===== config.mk =====
export PLATFORM = sky130hd
export DESIGN_NAME = instruction_loader
export DESIGN_NICKNAME = d
export VERILOG_FILES = /design/src/rtl/instruction_loader_pkg.sv /design/src/rtl/instruction_loader.sv
export SDC_FILE = /design/constraint.sdc
export NUM_CORES = 1
export LEC_CHECK = 0
export CAP_MARGIN = 20
export CORE_MARGIN = 4
export CORE_UTILIZATION = 45
export CTS_BUF_LIST = sky130_fd_sc_hd__clkbuf_8
export DETAILED_ROUTE_END_ITERATION = 8
export PLACE_DENSITY_LB_ADDON = 0.12
export SETUP_SLACK_MARGIN = 0.15
export SLEW_MARGIN = 40
export SYNTH_ARGS = -nofsm -noshare
export SYNTH_HDL_FRONTEND = slang
export SYNTH_SLANG_ARGS = --single-unit
export TNS_END_PERCENT = 50

===== constraint.sdc =====
create_clock -name i_clock -period 2.2 [get_ports i_clock]
set_input_delay 0.66 -clock i_clock [delete_from_list [all_inputs] [get_ports i_clock]]
set_output_delay 0.66 -clock i_clock [all_outputs]
set_load 0.005 [all_outputs]

===== src/rtl/instruction_loader_pkg.sv =====
// instruction_loader_pkg: shared debug-unit constants for the program loader.
package instruction_loader_pkg;

    typedef enum logic [1:0] {
        IDLE = 2'd0,
        LOAD = 2'd1,
        DONE = 2'd2
    } state_e;

    localparam logic [5:0]  HALT_OPCODE       = 6'b111111;
    localparam logic [31:0] HALT_WORD_DEFAULT = {HALT_OPCODE, 26'd0};

endpackage


===== src/rtl/instruction_loader.sv =====
// instruction_loader: writes a UART byte stream big-endian into instruction memory,
// stopping on an aligned HALT word or when memory is full.
module instruction_loader
    import instruction_loader_pkg::*;
#(
    parameter int                        MEMORY_WIDTH   = 8,
    parameter int                        MEMORY_DEPTH   = 256,
    parameter int                        NB_ADDR_DEPTH  = 8,
    parameter int                        NB_INSTRUCTION = 32,
    parameter logic [NB_INSTRUCTION-1:0] HALT_WORD      = HALT_WORD_DEFAULT
) (
    input  logic                     i_clock,
    input  logic                     i_reset,
    input  logic                     i_load_start,
    input  logic [MEMORY_WIDTH-1:0]  i_rx_data,
    input  logic                     i_rx_done,
    output logic                     o_write_enable,
    output logic [MEMORY_WIDTH-1:0]  o_write_data,
    output logic [NB_ADDR_DEPTH-1:0] o_write_addr,
    output logic                     o_busy,
    output logic                     o_load_done,
    output logic                     o_overflow,
    output logic [NB_ADDR_DEPTH:0]   o_byte_count
);

    localparam logic [NB_ADDR_DEPTH-1:0] LAST_ADDR = NB_ADDR_DEPTH'(MEMORY_DEPTH - 1);

    state_e                    state_q, state_d;
    logic [NB_ADDR_DEPTH-1:0]  addr_q, addr_d;
    logic [NB_ADDR_DEPTH:0]    count_q, count_d;
    logic [NB_INSTRUCTION-1:0] shift_q, shift_d;
    logic                      overflow_q, overflow_d;
    logic                      we_q, we_d;
    logic [MEMORY_WIDTH-1:0]   wdata_q, wdata_d;
    logic [NB_ADDR_DEPTH-1:0]  waddr_q, waddr_d;
    logic                      busy_q, busy_d;
    logic                      done_q, done_d;

    logic                      start_ok, accept, halt, last;
    logic [NB_INSTRUCTION-1:0] word;

    assign word     = {shift_q[NB_INSTRUCTION-MEMORY_WIDTH-1:0], i_rx_data};
    assign start_ok = i_load_start && (state_q != LOAD);
    assign accept   = i_rx_done && (state_q == LOAD);
    // Only a word ending on an aligned boundary can terminate the load.
    assign halt     = accept && (addr_q[1:0] == 2'd3) && (word == HALT_WORD);
    assign last     = accept && (addr_q == LAST_ADDR);

    always_comb begin
        state_d    = state_q;
        addr_d     = addr_q;
        count_d    = count_q;
        shift_d    = shift_q;
        overflow_d = overflow_q;
        we_d       = 1'b0;
        wdata_d    = wdata_q;
        waddr_d    = waddr_q;
        if (start_ok) begin
            state_d    = LOAD;
            addr_d     = '0;
            count_d    = '0;
            shift_d    = '0;
            overflow_d = 1'b0;
        end else if (accept) begin
            we_d       = 1'b1;
            wdata_d    = i_rx_data;
            waddr_d    = addr_q;
            shift_d    = word;
            count_d    = count_q + 1'b1;
            addr_d     = last ? addr_q : addr_q + 1'b1;
            state_d    = (halt || last) ? DONE : LOAD;
            overflow_d = last && !halt;
        end
        busy_d = (state_d == LOAD);
        done_d = (state_d == DONE);
    end

    always_ff @(posedge i_clock) begin
        if (i_reset) begin
            state_q    <= IDLE;
            addr_q     <= '0;
            count_q    <= '0;
            shift_q    <= '0;
            overflow_q <= 1'b0;
            we_q       <= 1'b0;
            wdata_q    <= '0;
            waddr_q    <= '0;
            busy_q     <= 1'b0;
            done_q     <= 1'b0;
        end else begin
            state_q    <= state_d;
            addr_q     <= addr_d;
            count_q    <= count_d;
            shift_q    <= shift_d;
            overflow_q <= overflow_d;
            we_q       <= we_d;
            wdata_q    <= wdata_d;
            waddr_q    <= waddr_d;
            busy_q     <= busy_d;
            done_q     <= done_d;
        end
    end

    assign o_write_enable = we_q;
    assign o_write_data   = wdata_q;
    assign o_write_addr   = waddr_q;
    assign o_busy         = busy_q;
    assign o_load_done    = done_q;
    assign o_overflow     = overflow_q;
    assign o_byte_count   = count_q;

endmodule


==> results by group, run 1 <==
Critical path
  • Reg2Reg Depth: 5
  • R2R Path End: addr_q[1]$_SDFFE_PP0P_
  • Crit Path Category: input pin to flip-flop
  • Reg2reg start: addr_q[0]$_SDFFE_PP0P_
  • R2R Setup Slk: 0.58 ns
  • Crit path DAT: 2.20 ns
  • Max FO, Critical Path: 2
  • Endpoint class of the critical path: flip-flop
  • Worst path required time: 2.39 ns
  • Crit path launch type: input pin

Cells and area
  • P&R area growth vs syn: 28.2%
  • Final Non-Filler Cells: 417
  • Final nets: 356
  • Share of layout cells above drive strength 1: 8.93%
  • Ant diodes: 0
  • Design area: 3180 um2

Synthesis
  • Cell count after synthesis: 296
  • Netlist cell types: 42
  • Async SR Flop Fraction: 0%
  • Post-synthesis register bit count: 63
  • Yosys warns: 0
  • Post-synthesis sequential area ratio: 50.8%
  • Mapped Avg Cell Area: 8.38 um2
  • Most common flop cell mapped by yosys: dfxtp_1
  • Syn Nets: 310
  • Mapped Area: 2480 um2
  • Number of synthesized flops with an enable pin: 0

Global routing
  • Grt total ovfl: 0
  • Largest net degree at the start of global routing: 24
  • Vias in the first global route: 2073
  • Total GRT Usage: 18.6%
  • Initial antenna violation count: 0
  • First-pass GRT wire length: 9710 um

Clock network
  • CTS tree: yes
  • Cts bufs inserted: 9
  • Post-CTS Hold Buffers: 0
  • CTS resizes: 0
  • Clk_lat worst skew: 0.33 ns
  • CTS max path bufs: 2
  • CTS H-tree depth: 3
  • # clock sinks: 63
  • Clock slew seen by the registers of the worst setup and hold paths: 0.07 ns
  • Setup bufs post-CTS: 0
  • Root Driver: clkbuf_8

Floorplan
  • Ports: 41
  • Core Rows: 26
  • Initial Util: 47.4%
  • Die W: 82.3 um
  • Die ar.: 6770 um2
  • Die Ht: 82.3 um
  • Core box area: 5240 um2

Placed design
  • Area after DPL: 3020 um2
  • Placed Cells: 401
  • Hpwl dp: 3880 um
  • Gpl congestion: 0.824
  • Port buffer count: 40
  • Dpl ws: -0.213 ns

Routing
  • WL/cell: 13.4 um
  • Via/cell ratio: 5.15
  • DRC violations left: 0
  • Final wirelength: 5590 um
  • Total number of vias: 2147
  • Pre-Repair DR Iteration Count: 4
  • Iter 0 DRT Violations: 97
  • Post-route ant nets: 0

Power
  • Sequential Power Share: 53.6%
  • Power share of the combinational group: 7.8%
  • Total power: 2.18 mW
  • Psw: 0.549 mW
  • Peak supply drop: 0.403 mV
  • Switching Share: 25.1%
  • P_leak: 1.05 nW
  • Internal power: 1.63 mW
  • Pwr/cell area: 687 nW/um2
  • Clock power frac: 38.6%

Timing
  • Worst Tran Pin Value: 0.486 ns
  • Crit share post-route: 91.4%
  • Highest clock rate: 498 MHz
  • Max-slew violations: 0
  • Tmin final: 2.01 ns
  • Final worst slack: 0.190 ns
  • Relative slew slack: 67.4%
  • Final hold violations: 0
  • Setup violators final: 0
  • RSZ-0062 raised after global routing: no
  • Fin Clk Skew: 0.00624 ns

Status
  • Status: complete, no violations

Worst hold path
  • Type of the tightest min-delay check: flip-flop to flip-flop
  • Launch point of the worst hold path: o_write_data[3]$_SDFFE_PP0P_
  • Worst Hold Endpoint: o_write_data[3]$_SDFFE_PP0P_
  • Hold Path Depth: 2

Flow run
  • Max-cap violations: 0
worst max-delay path: stages:
cell and delay [ns]:
clkdlybuf4s50_1 0.44, or4_4 0.54, or3_1 0.35, nor2b_1 0.13, a221oi_1 0.08
sequential cells by signal (all words and copies together) (netlist names):
signal / count
o_write_enable: 1
state_q: 2
o_busy: 1
o_overflow: 1
o_byte_count: 9
addr_q: 8
o_write_addr: 8
o_load_done: 1
shift_q: 24
o_write_data: 8
cell families (layout without fill, tap and decap cells):
| family | after synthesis | in the layout | share of synthesized area (%) |
|---|---|---|---|
| multiplexers | 1 | 1 | 0.403 |
| AO/OA/AOI/OAI | 62 | 62 | 14.8 |
| XOR/XNOR | 11 | 11 | 3.88 |
| buffers and inverters | 21 | 72 | 3.33 |
| flip-flops | 63 | 63 | 50.8 |
| AND/OR/NAND/NOR | 136 | 136 | 25.8 |
| adder cells (fa/ha/maj) | 2 | 2 | 1.01 |
how the worst max path moves through the flow:
stage	from	to	slack, ns	cells after the start
floorplan	i_rx_data[7]	state_q[0]$_SDFF_PP0_	0.31	4
CTS	i_rx_data[7]	o_overflow$_SDFFE_PP0P_	0.20	5
global route	i_rx_data[7]	o_busy$_SDFF_PP0_	0.15	5
global placement	i_rx_data[7]	state_q[0]$_SDFF_PP0_	-0.19	5
detailed placement	i_rx_data[7]	state_q[0]$_SDFF_PP0_	-0.21	5
finish	i_rx_data[7]	o_busy$_SDFF_PP0_	0.19	5
cells in the mapped netlist, drive strengths merged (3+ instances only):
master  count  area, um2
nand4       4       25.0
and4        3       26.3
nor3        4       20.0
clkbuf      5       18.8
inv         4       15.0
o21ai       5       25.0
nand3       5       25.0
nor4        4       25.0
buf        12       48.8
nor2       15       56.3
nand2      79        297
or3         4       25.0
a21oi      46        230
dfxtp      63       1260
xor2        4       35.0
xnor2       7       61.3
power by group through the flow:
stage                     Combinational, mW  Clock (mW)  Sequential, mW
final                                 0.170       0.843            1.17
after floorplan                      0.0854           0            1.20
after detailed placement              0.169           0            1.20
after global placement                0.169           0            1.20
after global routing                  0.185       0.897            1.17
after CTS                             0.170       0.853            1.17
per-stage QoR:
step / util (%) / TNS, ns / hold slack (ns)
3_3_place_gp: 57.6 / -0.676 / 0.440
3_5_place_dp: 57.6 / -0.811 / 0.447
2_1_floorplan: - / 0 / 0.431
6_report: 60.7 / 0 / 0.456
4_1_cts: 60.7 / 0 / 0.455
5_1_grt: 60.7 / 0 / 0.473
cell usage in the layout (no fill, tap or decap), types with 5 or more instances in the layout:
cell type / Yosys / layout
clkdlybuf4s50_1: 0 / 40
clkinv_2: 0 / 5
dfxtp_1: 63 / 63
xnor2_1: 7 / 7
a21oi_1: 46 / 46
clkbuf_8: 0 / 9
nor2_1: 15 / 15
nand2_1: 79 / 79
nand3_1: 5 / 5
buf_4: 0 / 10
per-layer routing:
layer / routed length (um) / up-vias / GRT usage (%) / share of wire (%)
met1: 2840 / 997 / 25.8 / 51
li1: - / 1105 / - / -
met2: 2460 / 34 / 27.6 / 44
met3: 181 / 11 / 3.90 / 3.2
met4: 98 / 0 / 8.47 / 1.8
met5: 0 / - / 0 / 0
final cells by class:
class                      instances  area, um2
clock buffer                       9        124
sequential                        63       1260
multi-input combinational        212       1140
inverter                           4       15.0
tap                               70       87.6
clock inverter                     7       40.0
fill                             479       2060
timing repair buffer              52        515
Power figures use the tool's default switching activity.
==> inputs of run 2 (changes only) <==
--- a/config.mk
+++ b/config.mk
@@ -5,6 +5,7 @@
 export SDC_FILE = /design/constraint.sdc
 export NUM_CORES = 1
 export LEC_CHECK = 0
+export ABC_CLOCK_PERIOD_IN_PS = 2200
 export CAP_MARGIN = 20
 export CORE_MARGIN = 4
 export CORE_UTILIZATION = 45
@@ -16,4 +17,4 @@
 export SYNTH_ARGS = -nofsm -noshare
 export SYNTH_HDL_FRONTEND = slang
 export SYNTH_SLANG_ARGS = --single-unit
-export TNS_END_PERCENT = 50
+export TNS_END_PERCENT = 10
==> results of run 2 <==
Same layout as run 1: the final DEF is identical, and so are final timing and power.
